--- src/rtl/mux_arb_pkg.sv ---
// Shared types and defaults for the round-robin 2:1 mux arbiter.
// Imported by the output register and the arbiter top.
package mux_arb_pkg;

  localparam int DATA_W_DEF    = 8;
  localparam int BURST_LEN_DEF = 4;
  localparam int CNT_W         = 4;

  typedef enum logic [1:0] {
    IDLE,
    GRANT_A,
    GRANT_B
  } arb_state_e;

endpackage

--- src/rtl/mux_out_reg.sv ---
// Registered valid/data output stage: load on accept, drain on ready,
// otherwise hold so the data stays stable under backpressure.
module mux_out_reg
  import mux_arb_pkg::*;
#(
  parameter int DATA_W = DATA_W_DEF
) (
  input  logic              clk,
  input  logic              reset,
  input  logic              load,
  input  logic [DATA_W-1:0] load_data,
  input  logic              y_ready_i,
  output logic              y_valid_o,
  output logic [DATA_W-1:0] y_data_o,
  output logic              slot_free
);

  assign slot_free = !y_valid_o || y_ready_i;

  always_ff @(posedge clk) begin
    if (reset) begin
      y_valid_o <= 1'b0;
      y_data_o  <= '0;
    end else if (load) begin
      y_valid_o <= 1'b1;
      y_data_o  <= load_data;
    end else if (y_ready_i) begin
      y_valid_o <= 1'b0;
    end
  end

endmodule

--- src/rtl/mux_rr_arbiter.sv ---
// Round-robin owner of a shared 2:1 data mux with bounded bursts
// and a registered valid/ready output.
module mux_rr_arbiter
  import mux_arb_pkg::*;
#(
  parameter int DATA_W    = DATA_W_DEF,
  parameter int BURST_LEN = BURST_LEN_DEF
) (
  input  logic              clk,
  input  logic              reset,
  input  logic              a_valid_i,
  input  logic [DATA_W-1:0] a_data_i,
  output logic              a_ready_o,
  input  logic              b_valid_i,
  input  logic [DATA_W-1:0] b_data_i,
  output logic              b_ready_o,
  output logic              y_valid_o,
  output logic [DATA_W-1:0] y_data_o,
  input  logic              y_ready_i,
  output logic              sel_o
);

  localparam logic [CNT_W-1:0] BL = CNT_W'(BURST_LEN);

  arb_state_e       state_q, state_d;
  logic [CNT_W-1:0] cnt_q, cnt_d, cnt_inc;
  logic             last_q, last_d;
  logic             slot_free;
  logic             cnt_full;
  logic             fire_a, fire_b, fire;
  logic [DATA_W-1:0] sel_data;

  assign cnt_full = (cnt_q == BL);
  assign fire_a   = a_valid_i && a_ready_o;
  assign fire_b   = b_valid_i && b_ready_o;
  assign fire     = fire_a || fire_b;
  assign cnt_inc  = cnt_full ? cnt_q : cnt_q + CNT_W'(fire);
  assign sel_data = sel_o ? b_data_i : a_data_i;

  always_ff @(posedge clk) begin
    if (reset) begin
      state_q <= IDLE;
      cnt_q   <= '0;
      last_q  <= 1'b1;
    end else begin
      state_q <= state_d;
      cnt_q   <= cnt_d;
      last_q  <= last_d;
    end
  end

  always_comb begin
    state_d = state_q;
    cnt_d   = cnt_inc;
    last_d  = last_q;
    unique case (state_q)
      IDLE: begin
        cnt_d = '0;
        if (a_valid_i && b_valid_i)
          state_d = last_q ? GRANT_A : GRANT_B;
        else if (a_valid_i)
          state_d = GRANT_A;
        else if (b_valid_i)
          state_d = GRANT_B;
      end
      GRANT_A: begin
        if (b_valid_i && (cnt_inc == BL || !a_valid_i)) begin
          state_d = GRANT_B;
          cnt_d   = '0;
          last_d  = 1'b0;
        end else if (!a_valid_i && !b_valid_i) begin
          state_d = IDLE;
          cnt_d   = '0;
          last_d  = 1'b0;
        end
      end
      GRANT_B: begin
        if (a_valid_i && (cnt_inc == BL || !b_valid_i)) begin
          state_d = GRANT_A;
          cnt_d   = '0;
          last_d  = 1'b1;
        end else if (!a_valid_i && !b_valid_i) begin
          state_d = IDLE;
          cnt_d   = '0;
          last_d  = 1'b1;
        end
      end
      default: begin
        state_d = IDLE;
        cnt_d   = '0;
      end
    endcase
  end

  // A full burst yields to a waiting peer before accepting another beat.
  always_comb begin
    a_ready_o = (state_q == GRANT_A) && slot_free
             && !(cnt_full && b_valid_i);
    b_ready_o = (state_q == GRANT_B) && slot_free
             && !(cnt_full && a_valid_i);
    sel_o     = (state_q == GRANT_B);
  end

  mux_out_reg #(
    .DATA_W(DATA_W)
  ) u_out (
    .clk      (clk),
    .reset    (reset),
    .load     (fire),
    .load_data(sel_data),
    .y_ready_i(y_ready_i),
    .y_valid_o(y_valid_o),
    .y_data_o (y_data_o),
    .slot_free(slot_free)
  );

endmodule

--- config.mk ---
export PLATFORM = sky130hd
export DESIGN_NAME = mux_rr_arbiter
export DESIGN_NICKNAME = d
export VERILOG_FILES = /design/src/rtl/mux_arb_pkg.sv /design/src/rtl/mux_out_reg.sv /design/src/rtl/mux_rr_arbiter.sv
export SDC_FILE = /design/constraint.sdc
export NUM_CORES = 1
export LEC_CHECK = 0
export ABC_AREA = 1
export BUFFER_PORTS_ARGS = -buffer_cell sky130_fd_sc_hd__buf_2
export CORE_ASPECT_RATIO = 0.8
export CORE_MARGIN = 3
export CORE_UTILIZATION = 30
export CTS_CLUSTER_DIAMETER = 60
export DETAILED_ROUTE_END_ITERATION = 16
export GPL_ROUTABILITY_DRIVEN = 0
export PLACE_DENSITY = 0.62
export SETUP_SLACK_MARGIN = 0.05
export SYNTH_ARGS = -nofsm -noshare
export SYNTH_HDL_FRONTEND = slang
export SYNTH_SLANG_ARGS = --single-unit
--- constraint.sdc ---
create_clock -name clk -period 2.5 [get_ports clk]
set_input_delay 0.25 -clock clk [delete_from_list [all_inputs] [get_ports clk]]
set_output_delay 0.25 -clock clk [all_outputs]
set_load 0.01 [all_outputs]
==> impl_results.md, run 1 <==
* Area Overhead vs Synth at 33.33%
* Fillcell total at 291
* Setup crit start: cnt_q[2]
* Post-Place Cell Area at 1182 um^2
* Clk sink count at 16
* Drt pass-1 iters at 4
* Seq/Total Area, Yosys at roughly a third
* Post-layout instance area at approximately 1300 um^2
* EDFF count, synth at 0
* # IOs at 33
* Area of the core at 2935 um^2
* Drt via density at 4.862
* H-tree Lvls at 1
* GRT overflow at 0
* Drt drc at 0
* Area of the multi-input gates at 635.6 um^2
* FMAX at between 400 and 500 MHz
* Final Skew at 1.044 ps
* Number of buffers created by CTS at 3
* ANT nets after route at 0
* PortBufs at 32
* Site row count at 17
* Post-layout util at 44.50%
* Worst setup EP type: flop
* Main flop type after synthesis: dfxtp_1
* Synth cell types at 21
* Clock Pin Slew Worst Setup and Hold Paths at 60 ps
* Placed insts at around 200
* Via count at 987
* Post-synth top area share at 32.69%
* Final min period at 2272 ps
* First-pass GRT wire length at 3732 um
* WL final at 2355 um
* Vias in the first global route at 903
* Status: finished, final reports clean
* Cells on worst reg2reg path at 23
* # Post-CTS Setup Buffers at 0
* Dominant cell type by area after synthesis: dfxtp_1
* Final Cycle Share at roughly nine tenths
* Diodes inserted at 0
* Initial detailed-routing violation count at 44
* Hold WC Path Type: in -> reg
* Avg Inst Size Synth at approximately 7.5 um^2
* Cell Area, Synth at ~1000 um^2
* Commonest cells in the netlist: nand2_1, dfxtp_1, inv_1
* End point of the critical path: last_q
* Reg2reg start: cnt_q[2]
* Total power at 819.5 uW
* Asr flop ratio synth at 0%
* Top post-synthesis cells by area: dfxtp_1, nand2_1, mux2i_1
* Gr usage total at 11.24%
* RSZ-0062 raised after global routing: false
* R2R Setup Slk at 230 ps
* Non-filler cells, final at between 200 and 250
* Die ar. at approximately 4000 um^2
* Nets at 193
* Width of the die at approximately 70 um
* Clock Latency Late Sink at 240 ps
* Critical path class: reg -> reg
* CTS tree: yes
* Synthesized flop and latch total at 16
* Measured slew at the worst slew-check pin at between 300 and 400 ps
* P per Cell Area at 627.4 nW/um^2
* Finish-stage setup viols at 0
* Reg-to-Reg End: last_q
* Register area at approximately 330 um^2
* Startpoint types: flop
* Root Driver: clkbuf_8
* WP data required at 2620 ps
* Post-DP HPWL at 1758 um
* Starting Density at 33.38%
* Routed len/inst at 11.60 um
* Final Hold Fails at 0
* Ys Warns at 0
* LEAKAGE at a little over 0.0006 uW
* Cells after Synth at 130
* Worst ir drop on vdd at about 0.30 mV
* Die height at 57.11 um
* Layout cell share with drive strength beyond 1 at 46.06%
* TNS Setup at 0 ps
* Largest net degree at the start of global routing at 18
* Final Slew Violations at 0
* Most frequent cell after synthesis: nand2_1
* Clock buffer depth at 2
* Crit-path max FO at 6
* Post-synthesis net count at 157
* WP data arrival at 2390 ps
* Slew HR at between 70% and 80%
* Initial antenna violation count at 0
* # Max-Cap Violations at 0
## final cells by class
| type | instances | area share (%) |
|---|---|---|
| sequential | 16 | 25.19 |
| clock buffer | 4 | 4.215 |
| inverter | 17 | 4.885 |
| multi-input combinational | 94 | 48.66 |
| timing repair buffer | 34 | 13.41 |
| tap | 38 | 3.640 |
## critical path, cell delays in order, from the launching register on
cell and delay [ps]:
dfxtp_2 350, inv_2 60, nor2_4 90, nand2_4 80
inv_2 60, nand2_1 40, nand3_1 80, inv_2 40
nand2_2 70, nand2_4 60, ha_2 190, ha_4 160
inv_1 50, nand2_1 70, nand2_2 80, nand2_1 50
nand3_1 80, nand2_1 80, nand2_2 90, nand2_1 70
nand2_2 100, nand2_2 60, nand3_1 60, nand3_1 70
## logic make-up (layout without fill, tap and decap cells)
group           Yosys count  count (layout)  synth area share (%)
simple gates             59              59                 28.73
compound gates           21              21                 14.18
buf+inv                  20              55                 8.556
flops                    16              16                 32.70
mux                       8               8                 8.174
fa+ha+maj                 6               6                 7.663
## report_power, final
part           switching (uW)  internal, uW  total [uW]
clock                    82.9           139         222
combinational             170           116         286
sequential               20.8           290         311
## layout by cell type, fill, tap and decap left out
master / count
clkbuf_8: 4
nand4_4: 1
nand2_1: 26
nand3_1: 10
dfxtp_4: 1
ha_1: 2
nand2_4: 2
nor2_1: 9
mux2i_1: 8
inv_1: 11
o21ai_1: 9
nand3_2: 1
a21oi_1: 2
nand2_2: 7
a21oi_2: 9
buf_4: 2
inv_2: 6
dfxtp_1: 11
nor2_4: 2
nand4_1: 1
buf_2: 32
ha_4: 2
ha_2: 2
o21ai_2: 1
dfxtp_2: 4
## through the flow
step | setup slack, ps | hold slack [ps]
6_report | 227.6 | 181.6
4_1_cts | 149.5 | 182.4
3_3_place_gp | 196.8 | 439.3
2_1_floorplan | 67.68 | 319.1
5_1_grt | 50.79 | 181.4
3_5_place_dp | 167.6 | 446.1
## worst min path at each step
stage | start | endpoint | depth (start not counted)
after floorplan | reset | state_q[0] | 1
after global placement | last_q | last_q | 2
final | reset | state_q[1] | 2
after global routing | reset | state_q[0] | 2
after CTS | reset | state_q[1] | 2
after detailed placement | reset | state_q[1] | 2
## routing by layer
metal  share of wire, %  global-route usage (%)  wire length (um)
met1                 44                   14.38              1040
met2                 46                   18.17              1075
met3                8.1                   1.761               191
met4                2.0                   6.284                48
met5                  0                       0                 0
## state kept, by name, indices dropped and copies added, names as in the netlist
name / flops
cnt_q: 4
last_q: 1
u_out.y_valid_o: 1
state_q: 2
u_out.y_data_o: 8
## repair_timing
action | CTS | global route
hold buffers | 0 | 0
resized for setup | 0 | 19
endpoints found under the setup margin | 0 | 7
Power figures use the tool's default switching activity.
==> inputs of run 2 (changes only) <==
CORE_MARGIN = 2   (was 3)
==> impl_results.md, run 2 (same netlist as run 1, synthesis figures left out) <==
* CP max stage delay at 360 ps (about the same)
* Total power at 820.5 uW (+0.12%)
* Layout cell share with drive strength beyond 1 at 42.77% (-3.3 points)
* Initial antenna violation count at 0 (unchanged)
* Final Cycle Share at 88.95% (-1.9 points)
* LEAKAGE at 0.0006160 uW (+0.37%)
* Critical path class: reg -> reg
* Final min period at 2224 ps (-48.71 ps)
* Clock Latency Late Sink at 250 ps (about the same)
* Crit-path max FO at 6 (unchanged)
* Final Hold Fails at 0 (unchanged)
* CTS tree: yes
* Buf+Inv Stages, Crit Path at 3 (-1)
* Clk sink count at 16 (unchanged)
* PortBufs at 32 (unchanged)
* Diodes inserted at 0 (unchanged)
* WP data arrival at 2350 ps (-40 ps)
* # Max-Cap Violations at 0 (unchanged)
* WP data required at 2620 ps (about the same)
* Met3 usage in global routing at 3.846% (+2.1 points)
* Worst setup EP type: flop
* Number of buffers created by CTS at 3 (unchanged)
* Vias in the first global route at 892 (-1.2%)
* ANT nets after route at 0 (unchanged)
* CP Cell Sequence: nor2_4, nand2_4, inv_2, nand2_1, nand3_1, inv_2, nand2_2, nand2_4, ha_4, ha_4, inv_1, nand2_1, nand2_1, nand2_1, nand3_1, nand2_1, nand2_2, nand2_1, nand2_2, nand2_2, nand3_1, nand3_1
* Fillcell total at 304 (+4.5%)
* TNS Setup at 0 ps (unchanged)
* Status: finished, final reports clean
* Area of the core at 3108 um^2 (+5.9%)
* Hold Buf Count CTS at 0 (unchanged)
* Post-layout instance area at 1304 um^2 (-0.19%)
* Grt met2 use at 24.35% (+6.2 points)
* Site row count at 18 (+1)
* Root Driver: clkbuf_8
* R2R Setup Slk at 280 ps (+50 ps)
* Startpoint types: flop
* Area Overhead vs Synth at 33.08%
* Largest register FFs at 8 (unchanged)
* Drt via density at 4.714 (-3.1%)
* Die height at 55.11 um (-3.5%)
* Hold WC Path Type: in -> reg
* Top Family by Delay on Critical Path: simple AND/OR/NAND/NOR gates
* FMAX at 449.7 MHz (+2.2%)
* GRT overflow at 0 (unchanged)
* First-pass GRT wire length at 3732 um (unchanged)
* Via count at 971 (-1.6%)
* Register area at 327.8 um^2 (-0.38%)
* Drt drc at 0 (unchanged)
* Worst ir drop on vdd at 0.3091 mV (+3.5%)
* Met1 Use GR at 14.55% (+0.17 points)
* Commonest non-fill, non-tap cell in the layout: buf_2
* CP most frequent cell: nand2_1
* # IOs at 33 (unchanged)
* Final Slew Violations at 0 (unchanged)
* Biggest regs: u_out.y_data_o: 8 flops, cnt_q: 4 flops, state_q: 2 flops
* Starting Density at 31.52% (-1.9 points)
* Nets at 194 (+0.52%)
* H-tree Lvls at 1 (unchanged)
* Width of the die at 67.89 um (-2.9%)
* Finish-stage setup viols at 0 (unchanged)
* Initial detailed-routing violation count at 33 (-25%)
* Final Skew at 1.238 ps (+0.1943 ps)
* Global route hottest layer: met2
* Clock buffer depth at 2 (unchanged)
* P per Cell Area at 629.3 nW/um^2 (+0.31%)
* Clock Pin Slew Worst Setup and Hold Paths at 60 ps (about the same)
* Gr usage total at 13.37% (+2.1 points)
* Die ar. at 3741 um^2 (-6.3%)
* Area of the multi-input gates at 624.3 um^2 (-1.8%)
* Largest net degree at the start of global routing at 18 (unchanged)
* Slowest-stage cell, CP: dfxtp_1
* RSZ-0062 raised after global routing: false
* Most used cells in the layout excluding fill and tap cells: buf_2, nand2_1, dfxtp_1
* Post-DP HPWL at 1807 um (+2.8%)
* Post-Place Cell Area at 1185 um^2 (+0.21%)
* Slew HR at 75.20% (+1.4 points)
* Most flops, register: u_out.y_data_o
* Routed len/inst at 10.95 um (-5.6%)
* Drt pass-1 iters at 4 (unchanged)
* Measured slew at the worst slew-check pin at 371.7 ps (-20.36 ps)
* WL final at 2256 um (-4.2%)
run 2: cell types whose count changed in the layout (fill, tap and decap cells not counted), sizes merged:
cell | previous run | this run
buf | 34 | 35
run 2: where the power goes:
group	internal [uW]	switching, uW
Clock	140	89.3
Combinational	116	164
Sequential	290	21.5
run 2: layout make-up:
class / count / area share [%]
clock buffers: 4 / 4.223
inverters: 17 / 4.894
multi-input cells: 94 / 47.89
flip-flops and latches: 16 / 25.14
well taps: 40 / 3.839
repair buffers: 35 / 14.01
run 2: worst paths after layout:
check / start / endpoint / cells after the start
setup / recovery: cnt_q[0] / last_q / 22
hold / removal: reset / state_q[1] / 2
setup reg to reg: cnt_q[0] / last_q / 22
hold reg to reg: last_q / last_q / 2
run 2: through the flow:
step	hold slack, ps	setup slack (ps)	instances	utilization, %
2_1_floorplan	319.1	67.68	130	-
3_3_place_gp	440.7	209.1	201	38.12
3_5_place_dp	450.7	86.41	201	38.12
4_1_cts	181.9	64.48	205	39.90
5_1_grt	180.6	48.80	206	41.95
6_report	180.6	276.4	206	41.95
run 2: layer usage:
metal / share of wire [%] / vias to the layer above / routed length, um
met1: 43 / 437 / 964
met5: 0 / - / 0
met4: 1.6 / 0 / 37
met2: 48 / 33 / 1076
li1: - / 496 / -
met3: 7.9 / 5 / 178
run 2: what timing repair did:
| action | 4_1_cts | 5_1_grt |
|---|---|---|
| resized for setup | 0 | 13 |
| setup buffers | 0 | 1 |
| endpoints found under the hold margin | 0 | 0 |
| setup endpoints to repair | 0 | 7 |
run 2: worst reg2reg max path, stage by stage, from the launching register on:
cell and delay (ps):
dfxtp_1 360, nor2_4 140, nand2_4 70, inv_2 60
nand2_1 50, nand3_1 80, inv_2 50, nand2_2 70
nand2_4 60, ha_4 170, ha_4 150, inv_1 40
nand2_1 40, nand2_1 80, nand2_1 60, nand3_1 90
nand2_1 70, nand2_2 70, nand2_1 70, nand2_2 120
nand2_2 60, nand3_1 60, nand3_1 70
